<file path="src/rtl/synth_pkg.sv">
// rtl/synth_pkg.sv - shared synth constants and decoder state type
package synth_pkg;

  localparam int SAMPLE_W   = 8;
  localparam int PWM_PERIOD = 256;

  typedef enum logic [1:0] {
    IDLE,
    ACQUIRE,
    LOCKED
  } dec_state_t;

endpackage

</file>
<file path="src/rtl/pwm_edge_det.sv">
// rtl/pwm_edge_det.sv - input register and rising-edge detect for the PWM line
module pwm_edge_det (
  input  logic clk,
  input  logic reset,
  input  logic d_i,
  output logic q_o,
  output logic rise_o
);

  logic q_q;
  logic prev_q;

  always_ff @(posedge clk) begin
    if (reset) begin
      q_q    <= 1'b0;
      prev_q <= 1'b0;
    end else begin
      q_q    <= d_i;
      prev_q <= q_q;
    end
  end

  assign q_o    = q_q;
  assign rise_o = q_q & ~prev_q;

endmodule

</file>
<file path="src/rtl/pwm_sample_decoder.sv">
// rtl/pwm_sample_decoder.sv - recovers PWM samples by counting high time per frame
module pwm_sample_decoder
  import synth_pkg::*;
#(
  parameter int WIDTH  = SAMPLE_W,
  parameter int PERIOD = PWM_PERIOD
) (
  input  logic             clk,
  input  logic             reset,
  input  logic             en,
  input  logic             pwm_i,
  output logic [WIDTH-1:0] sample_o,
  output logic             sample_valid_o,
  output logic             locked_o,
  output logic             phase_err_o
);

  localparam int               PW       = $clog2(PERIOD);
  localparam logic [PW-1:0]    POS_LAST = PW'(PERIOD - 1);
  localparam logic [WIDTH:0]   HFULL    = (WIDTH + 1)'(PERIOD);
  localparam logic [WIDTH-1:0] SMAX     = '1;

  logic q;
  logic rise;

  dec_state_t       state_q;
  logic [PW-1:0]    pos_q;
  logic [WIDTH:0]   hcnt_q;
  logic [WIDTH-1:0] sample_q;
  logic             valid_q;
  logic             locked_q;
  logic             err_q;

  logic [WIDTH:0]   hcnt_d;
  logic [WIDTH:0]   hcnt_reload;
  logic [WIDTH-1:0] sample_d;

  pwm_edge_det u_edge (
    .clk    (clk),
    .reset  (reset),
    .d_i    (pwm_i),
    .q_o    (q),
    .rise_o (rise)
  );

  assign hcnt_d      = hcnt_q + {{WIDTH{1'b0}}, q};
  assign hcnt_reload = {{WIDTH{1'b0}}, q};
  // A line that never went low in the frame counts PERIOD, one above the top code.
  assign sample_d    = (hcnt_q > {1'b0, SMAX}) ? SMAX : hcnt_q[WIDTH-1:0];

  always_ff @(posedge clk) begin
    if (reset) begin
      state_q  <= IDLE;
      pos_q    <= '0;
      hcnt_q   <= '0;
      sample_q <= '0;
      valid_q  <= 1'b0;
      locked_q <= 1'b0;
      err_q    <= 1'b0;
    end else begin
      valid_q <= 1'b0;
      err_q   <= 1'b0;
      if (!en) begin
        state_q  <= IDLE;
        pos_q    <= '0;
        hcnt_q   <= '0;
        locked_q <= 1'b0;
      end else begin
        case (state_q)
          IDLE: begin
            if (rise) begin
              state_q <= ACQUIRE;
              pos_q   <= '0;
              hcnt_q  <= hcnt_reload;
            end
          end
          ACQUIRE, LOCKED: begin
            if (pos_q == POS_LAST) begin
              // Frame end: emit, and start the next frame whether or not a rise is present.
              sample_q <= sample_d;
              valid_q  <= 1'b1;
              pos_q    <= '0;
              hcnt_q   <= hcnt_reload;
              if (hcnt_q == HFULL) begin
                err_q <= 1'b1;
              end else begin
                state_q  <= LOCKED;
                locked_q <= 1'b1;
              end
            end else if (rise) begin
              err_q    <= 1'b1;
              state_q  <= ACQUIRE;
              locked_q <= 1'b0;
              pos_q    <= '0;
              hcnt_q   <= hcnt_reload;
            end else begin
              pos_q  <= pos_q + PW'(1);
              hcnt_q <= hcnt_d;
            end
          end
          default: begin
            state_q  <= IDLE;
            locked_q <= 1'b0;
          end
        endcase
      end
    end
  end

  assign sample_o       = sample_q;
  assign sample_valid_o = valid_q;
  assign locked_o       = locked_q;
  assign phase_err_o    = err_q;

endmodule

</file>
<file path="config.mk">
export PLATFORM = sky130hd
export DESIGN_NAME = pwm_sample_decoder
export DESIGN_NICKNAME = d
export VERILOG_FILES = /design/src/rtl/synth_pkg.sv /design/src/rtl/pwm_edge_det.sv /design/src/rtl/pwm_sample_decoder.sv
export SDC_FILE = /design/constraint.sdc
export NUM_CORES = 1
export LEC_CHECK = 0
export BUFFER_PORTS_ARGS = -buffer_cell sky130_fd_sc_hd__buf_2
export CAP_MARGIN = 0
export CELL_PAD_IN_SITES_DETAIL_PLACEMENT = 0
export CELL_PAD_IN_SITES_GLOBAL_PLACEMENT = 2
export CORE_MARGIN = 8
export CORE_UTILIZATION = 32
export DETAILED_ROUTE_END_ITERATION = 8
export MAX_ROUTING_LAYER = met4
export PLACE_DENSITY = 0.71
export RECOVER_POWER = 50
export REMOVE_ABC_BUFFERS = 1
export SYNTH_ARGS = -nofsm -noshare
export SYNTH_HDL_FRONTEND = slang
export SYNTH_SLANG_ARGS = --single-unit
</file>
<file path="constraint.sdc">
create_clock -name clk -period 1.8 [get_ports clk]
set_clock_uncertainty 0.05 [all_clocks]
set_input_delay 0.18 -clock clk [delete_from_list [all_inputs] [get_ports clk]]
set_output_delay 0.18 -clock clk [all_outputs]
set_load 0.03 [all_outputs]
</file>
==> run_results.csv, run 1 <==
group,metric,value,unit
status,outcome,"finished, final reports clean",
placed_design,place.gp.congestion,0.867,
power,finalPower,0.00132,W
timing,min_period_over_period,0.941,
drt,routed_wl,4040,um
grt,grt_remaining_overflow,0,
yosys,synth_most_common_cell,"nor2_1",
power,pwr_density_cell,671,nW/um^2
yosys,synthesis.instances,179,
clock_tree,cts_hold_repair.buffers,0,
yosys,synth_top_area_frac,0.397,
clock_tree,clock_pin_slew_on_the_worst_setup_and_hold_paths,0.06,ns
clock_tree,htree_levels,2,
power,power.leakage,0.655,nW
yosys,synth_async_reset_ratio,0,
critical_path,setup.worst_path.end_class,"flop",
yosys,yosysSeqAreaShare,0.397,
die,chipWidth,87.0,um
finish,diodes_inserted,0,
yosys,synth_top_cells_by_count,"35 x nor2_1, 32 x dfxtp_1, 11 x a211oi_1, 8 x xnor2_1, 7 x nand2_1",
yosys,synthesis.area,1610,um^2
finish,layout-drive-gt1-share,0.217,
power,clockPowerShare,0.395,
hold_path,hold-path-cell-count,2,
timing,timing.final.hold_violations,0,
critical_path,worst_r2r_startpoint,"state_q[1]$_SDFFE_PP0P_",
placed_design,dp.final_hpwl,2870,um
drt,drt_drc_violations_left,0,
critical_path,largest_fanout_on_the_critical_path,14,
die,ioPinCount,15,
timing,final_period_minus_worst_setup_slack,1.69,ns
yosys,yosys.area.top_type,"dfxtp_1",
grt,antenna_violations_before_repair,0,
critical_path,critical_path.startpoint,"state_q[1]$_SDFFE_PP0P_",
die,floorplan.core_area,4980,um^2
drt,via_per_inst,5.05,
critical_path,path_class,"flop to flop",
finish,layout-area-overhead-vs-synth,22.1,%
power,power.ir.vdd_worst,0.000247,V
drt,via_count,1400,
die,floorplan.die_area,7570,um^2
finish,instances_no_fill,277,
timing,max_clock_freq,0.590,GHz
drt,detail_route.first_pass.iterations,4,
yosys,synth_edf_count,0,
die,initial_utilization,0.324,
power,int_power,0.00101,W
clock_tree,max-clock-path-buffers,2,
clock_tree,cts_tree,"built",
flow_run,drv.max_cap_violation_count,0,
drt,detail_route.wl_per_cell,14.6,um
grt,grt_max_degree,17,
critical_path,worst_ep_arrival_time,1.82,ns
hold_path,timing.hold.worst.class,"primary input to flop",
grt,grt_pass1_wl,6690,um
drt,detail_route.iter0.violations,45,
hold_path,hold_start,"pwm_i",
grt,number_of_global_route_vias_before_repair,1399,
grt,grt.total_usage,0.116,
power,switching_pwr,0.000314,W
critical_path,cp_cell_sequence,"inv_1, ha_4, nor2b_2, nor2_1, o21ai_2, buf_4, nor2_1",
yosys,synth-warning-count,0,
timing,grt_setup_unrepaired,"false",
drt,antenna_violating_nets_post_route,0,
timing,setup_viol,0,
clock_tree,cts_sinks,32,
yosys,synth-seq-cells,32,
yosys,synth_top_flop_cell,"dfxtp_1",
power,fraction_of_power_consumed_by_sequential_logic,0.543,
yosys,syn-mean-instance-area,9.01,um^2
yosys,netlist_top_cells_area,"dfxtp_1 40%, nor2_1 8.1%, a211oi_1 5.1%, xnor2_1 4.3%, ha_1 3.9%",
timing,relative_max_transition_margin,0.708,
placed_design,port_buffers,14,
critical_path,reg2regPathDepth,7,
power,power.combinational.fraction,0.062,
critical_path,critPathLaunchType,"flop",
critical_path,slowest_stage_delay_cp,0.35,ns
timing,fin_setup_tns,0,ns
critical_path,crit_required,1.92,ns
critical_path,critical_path_s_most_frequent_cell,"nor2_1",
clock_tree,cts_buffers,5,
die,chipHeight,87.0,um
clock_tree,clk_latency,0.28,ns
power,switching_share,0.237,
clock_tree,cts-root-buf,"clkbuf_8",
yosys,synthDistinctLibCells,46,
critical_path,cpMaxStageDelayCell,"dfxtp_1",
finish,nets,216,
placed_design,dp_cells,268,
die,placementRows,26,
timing,worstMarginPinSlew,0.438,ns
timing,timing.final.max_slew_violations,0,
layer usage:
metal | track usage | part of all wire
met1 | 0.138 | 0.48
met2 | 0.183 | 0.47
met3 | 0.0274 | 0.045
met4 | 0.0485 | 0.012
met5 | - | 0
power groups by stage:
| stage | Clock, W | Sequential, W | Combinational [W] |
|---|---|---|---|
| 2_1_floorplan | 0 | 0.000733 | 0.0000427 |
| 3_3_place_gp | 0 | 0.000733 | 0.0000767 |
| 3_5_place_dp | 0 | 0.000733 | 0.0000773 |
| 4_1_cts | 0.000540 | 0.000717 | 0.0000785 |
| 5_1_grt | 0.000562 | 0.000718 | 0.0000912 |
| 6_report | 0.000522 | 0.000718 | 0.0000819 |
worst paths after layout:
check	to	slack, ns
setup / recovery	hcnt_q[6]$_SDFFE_PP0P_	0.11
hold / removal	u_edge.q_o$_SDFF_PP0_	0.06
setup reg to reg	hcnt_q[6]$_SDFFE_PP0P_	0.11
hold reg to reg	pos_q[1]$_SDFFE_PP0P_	0.42
kinds of logic (layout without fill, tap and decap cells):
logic type / after synthesis / in the layout / synth area share
xor gates and xnor gates: 14 / 14 / 0.0760
and+or+nand+nor: 75 / 75 / 0.260
muxes: 1 / 1 / 0.00621
DFF: 32 / 32 / 0.397
AOI/OAI and AO/OA: 39 / 39 / 0.178
buffers and inverters: 13 / 41 / 0.0442
adders and majority gates: 5 / 5 / 0.0388
state kept, by name, summed over array words and instances, names as in the netlist:
signal and flops:
hcnt_q 9, locked_o 1, phase_err_o 1, pos_q 8, sample_o 8, sample_valid_o 1
state_q 2, u_edge.prev_q 1, u_edge.q_o 1
area by class of cell:
| type | instances | area (um^2) |
|---|---|---|
| timing repair buffer | 29 | 199 |
| clock buffer | 6 | 72.6 |
| inverter | 5 | 18.8 |
| sequential | 32 | 641 |
| clock inverter | 1 | 5.00 |
| tap | 70 | 87.6 |
| multi-input combinational | 134 | 946 |
| fill | 509 | 3010 |
cell usage in the layout, fill, tap and decap left out, types with 2 or more instances in the layout:
cell type,count
xor2_1,6
a211oi_2,7
nand4_1,2
o211ai_1,2
a211oi_1,6
ha_1,3
xnor2_1,8
clkbuf_8,5
o21ai_0,5
buf_2,3
clkbuf_1,12
nand2_1,7
and3_2,2
inv_1,5
nand3_1,4
a21oi_1,6
nor3b_1,2
o22ai_1,2
dfxtp_1,32
o2111ai_1,5
buf_4,13
nor2b_1,5
nor3_1,2
nor2_1,35
and3b_1,2
critical path: cells and delay by family, from the launching register on:
family / cells / cell delay, ns
buf+inv: 2 / 0.32
fa+ha+maj: 1 / 0.31
flops: 1 / 0.35
simple gates: 3 / 0.41
compound gates: 1 / 0.14
stage by stage:
stage	utilization	worst slack (ns)	hold WS [ns]	instance area, um^2
CTS	0.383	-0.0337	0.0500	1910
floorplan	-	-0.0925	0.195	1560
global placement	0.367	0.0156	0.343	1830
detailed placement	0.367	-0.0403	0.344	1830
global route	0.396	0.00345	0.0919	1970
finish	0.396	0.106	0.0550	1970
what timing repair did:
action	in CTS	in global routing
buffers inserted	0	1
endpoints found under the setup margin	14	26
cloned	0	1
gates resized for setup	1	9
No activity file was read; power rests on OpenSTA's default activity.
==> run 2: changes to the inputs <==
- BUFFER_PORTS_ARGS: -buffer_cell sky130_fd_sc_hd__buf_2 -> not set
- CORE_UTILIZATION: 32 -> 34
- DONT_BUFFER_PORTS: not set -> 1
- PLACE_DENSITY: 0.71 -> 0.7
- SKIP_LAST_GASP: not set -> 1
==> run 2 against run 1 <==
Net effect: non-clock buffer count fell by 16; clock power rose by 44%; flip-flop and latch count did not move; combinational power fell by 7.8%; global-route usage fell by 0.42 points; worst hold slack improved by 0.023 ns; core utilization rose by 1.6 points; clock-buffer cell count rose by 1; critical path type unchanged; largest cell class unchanged.
==> run_results.csv, run 2 (synthesis gave the netlist of run 1 again) <==
group,metric,value,unit
status,outcome,"finished, final reports clean",
die,placementRows,25,
finish,area.sequential,642,um^2
timing,holdWs,0.0785,ns
finish,design_area,1920,um^2
power,pwr_density_cell,808,nW/um^2
timing,setup_viol,0,
drt,antenna_violating_nets_post_route,0,
grt,antenna_violations_before_repair,0,
hold_path,hold_start,"reset",
critical_path,timing.rr.end,"sample_o[3]$_SDFFE_PP0P_",
timing,finalWorstSetupSlack,0.0638,ns
hold_path,timing.hold.worst.class,"primary input to flop",
finish,nets,200,
finish,final_cell_mix,"35 x nor2_1, 31 x dfxtp_1, 8 x a211oi_1, 8 x xnor2_1",
hold_path,timing.hold.worst_endpoint,"hcnt_q[0]$_SDFFE_PP0P_",
clock_tree,htree_levels,2,
critical_path,worst_r2r_startpoint,"state_q[0]$_SDFFE_PP0P_",
timing,timing.final.max_slew_violations,0,
critical_path,slowest_stage_delay_cp,0.33,ns
critical_path,worst_ep_arrival_time,1.88,ns
critical_path,r2r_slack,0.06,ns
die,floorplan.die_area,7200,um^2
clock_tree,cts_tree,"built",
grt,number_of_global_route_vias_before_repair,1226,
drt,drt_drc_violations_left,0,
finish,max_flop_register,"hcnt_q",
die,chipHeight,84.9,um
critical_path,cp_depth,8,
critical_path,reg2regPathDepth,8,
critical_path,setup.worst_path.end_class,"flop",
placed_design,dp_cells,234,
grt,grt_max_degree,17,
drt,via_count,1301,
placed_design,port_buffers,0,
clock_tree,cts-root-buf,"clkbuf_8",
timing,relative_max_transition_margin,0.689,
finish,multi_input_logic_area,926,um^2
critical_path,critPathLaunchType,"flop",
critical_path,path_class,"flop to flop",
grt,grt_remaining_overflow,0,
critical_path,crit_required,1.94,ns
placed_design,place.gp.congestion,0.792,
placed_design,place_ws,0.0413,ns
critical_path,cp_cell_sequence,"inv_1, ha_4, buf_6, nand2_1, nor3_4, buf_12, nor2_1, a211oi_1",
finish,layout.cells.most_common,"nor2_1",
power,power.ir.vdd_worst,0.000306,V
drt,detail_route.first_pass.iterations,4,
placed_design,dp.final_hpwl,2680,um
clock_tree,max-clock-path-buffers,2,
timing,grt_setup_unrepaired,"true",
finish,largest_register_ff_count,9,
placed_design,detailed_place.area,1710,um^2
clock_tree,cts_buffers,5,
clock_tree,cts_sinks,32,
finish,fillerInstances,482,
die,ioPinCount,15,
critical_path,cpMaxStageDelayCell,"dfxtp_1",
timing,worstMarginPinSlew,0.465,ns
critical_path,cp.buffers_inverters,3,
timing,timing.final.hold_violations,0,
critical_path,critical-path-top-delay-family,"simple AND/OR/NAND/NOR gates",
clock_tree,clk_latency,0.28,ns
drt,detail_route.wl_per_cell,15.3,um
critical_path,largest_fanout_on_the_critical_path,8,
die,initial_utilization,0.346,
timing,min_period_over_period,0.965,
grt,grt_pass1_wl,6150,um
flow_run,drv.max_cap_violation_count,0,
finish,layout-area-overhead-vs-synth,18.9,%
timing,final_period_minus_worst_setup_slack,1.74,ns
finish,instances_no_fill,246,
power,power.leakage,0.640,nW
grt,grt.total_usage,0.112,
drt,routed_wl,3760,um
power,finalPower,0.00155,W
die,chipWidth,84.9,um
drt,detail_route.iter0.violations,109,
finish,diodes_inserted,0,
finish,layout-drive-gt1-share,0.188,
die,floorplan.core_area,4660,um^2
clock_tree,clock_pin_slew_on_the_worst_setup_and_hold_paths,0.07,ns
drt,via_per_inst,5.29,
hold_path,hold-path-cell-count,3,
timing,max_clock_freq,0.576,GHz
run 2: changes by cell type in the layout (fill, tap and decap cells not counted), sizes merged:
cell	before	now
buf	17	9
bufinv	0	1
clkbuf	18	9
dlygate4sd3	0	2
clkinv	1	0
run 2: repair_timing:
action	CTS	global route
endpoints found under the hold margin	10	0
setup endpoints to repair	0	14
hold buffers	2	0
setup buffers	0	1
gates resized for setup	0	8
run 2: per-stage QoR:
stage | setup TNS [ns] | util
3_3_place_gp | 0 | 0.366
6_report | 0 | 0.412
5_1_grt | -0.0584 | 0.412
4_1_cts | 0 | 0.398
3_5_place_dp | 0 | 0.366
2_1_floorplan | -1.30 | -
run 2: worst reg2reg max path, stage by stage (launching register included):
cell	delay (ns)
dfxtp_1	0.33
inv_1	0.08
ha_4	0.29
buf_6	0.13
nand2_1	0.09
nor3_4	0.25
buf_12	0.16
nor2_1	0.04
a211oi_1	0.23
run 2: worst max path at each step:
stage | from | end | slack, ns
6_report | state_q[0]$_SDFFE_PP0P_ | sample_o[3]$_SDFFE_PP0P_ | 0.06
5_1_grt | state_q[0]$_SDFFE_PP0P_ | sample_o[3]$_SDFFE_PP0P_ | -0.04
4_1_cts | state_q[0]$_SDFFE_PP0P_ | state_q[1]$_SDFFE_PP0P_ | 0.03
3_5_place_dp | state_q[0]$_SDFFE_PP0P_ | state_q[1]$_SDFFE_PP0P_ | 0.04
3_3_place_gp | state_q[0]$_SDFFE_PP0P_ | state_q[1]$_SDFFE_PP0P_ | 0.07
2_1_floorplan | state_q[0]$_SDFFE_PP0P_ | hcnt_q[2]$_SDFFE_PP0P_ | -0.09
run 2: cell type report:
cell class	instances	share of cell area
multi-input combinational	134	0.483
sequential	32	0.335
timing repair buffer	13	0.0718
clock buffer	7	0.0502
tap	54	0.0352
clock inverter	1	0.0157
inverter	5	0.00978
run 2: routing by layer:
layer / wire length [um] / global-route usage / vias to the layer above
met2: 1790 / 0.162 / 30
met4: 31 / 0.0437 / 0
met5: 0 / - / -
met3: 198 / 0.0396 / 4
li1: - / - / 665
met1: 1740 / 0.138 / 602
run 2: power by group:
| group | total [W] | switching (W) | internal, W | leakage [nW] |
|---|---|---|---|---|
| clock network | 0.000754 | 0.000266 | 0.000488 | 0.0645 |
| logic | 0.0000755 | 0.0000439 | 0.0000316 | 0.317 |
| registers | 0.000719 | 0.00000618 | 0.000713 | 0.259 |
| total | 0.00155 | 0.000316 | 0.00123 | 0.640 |
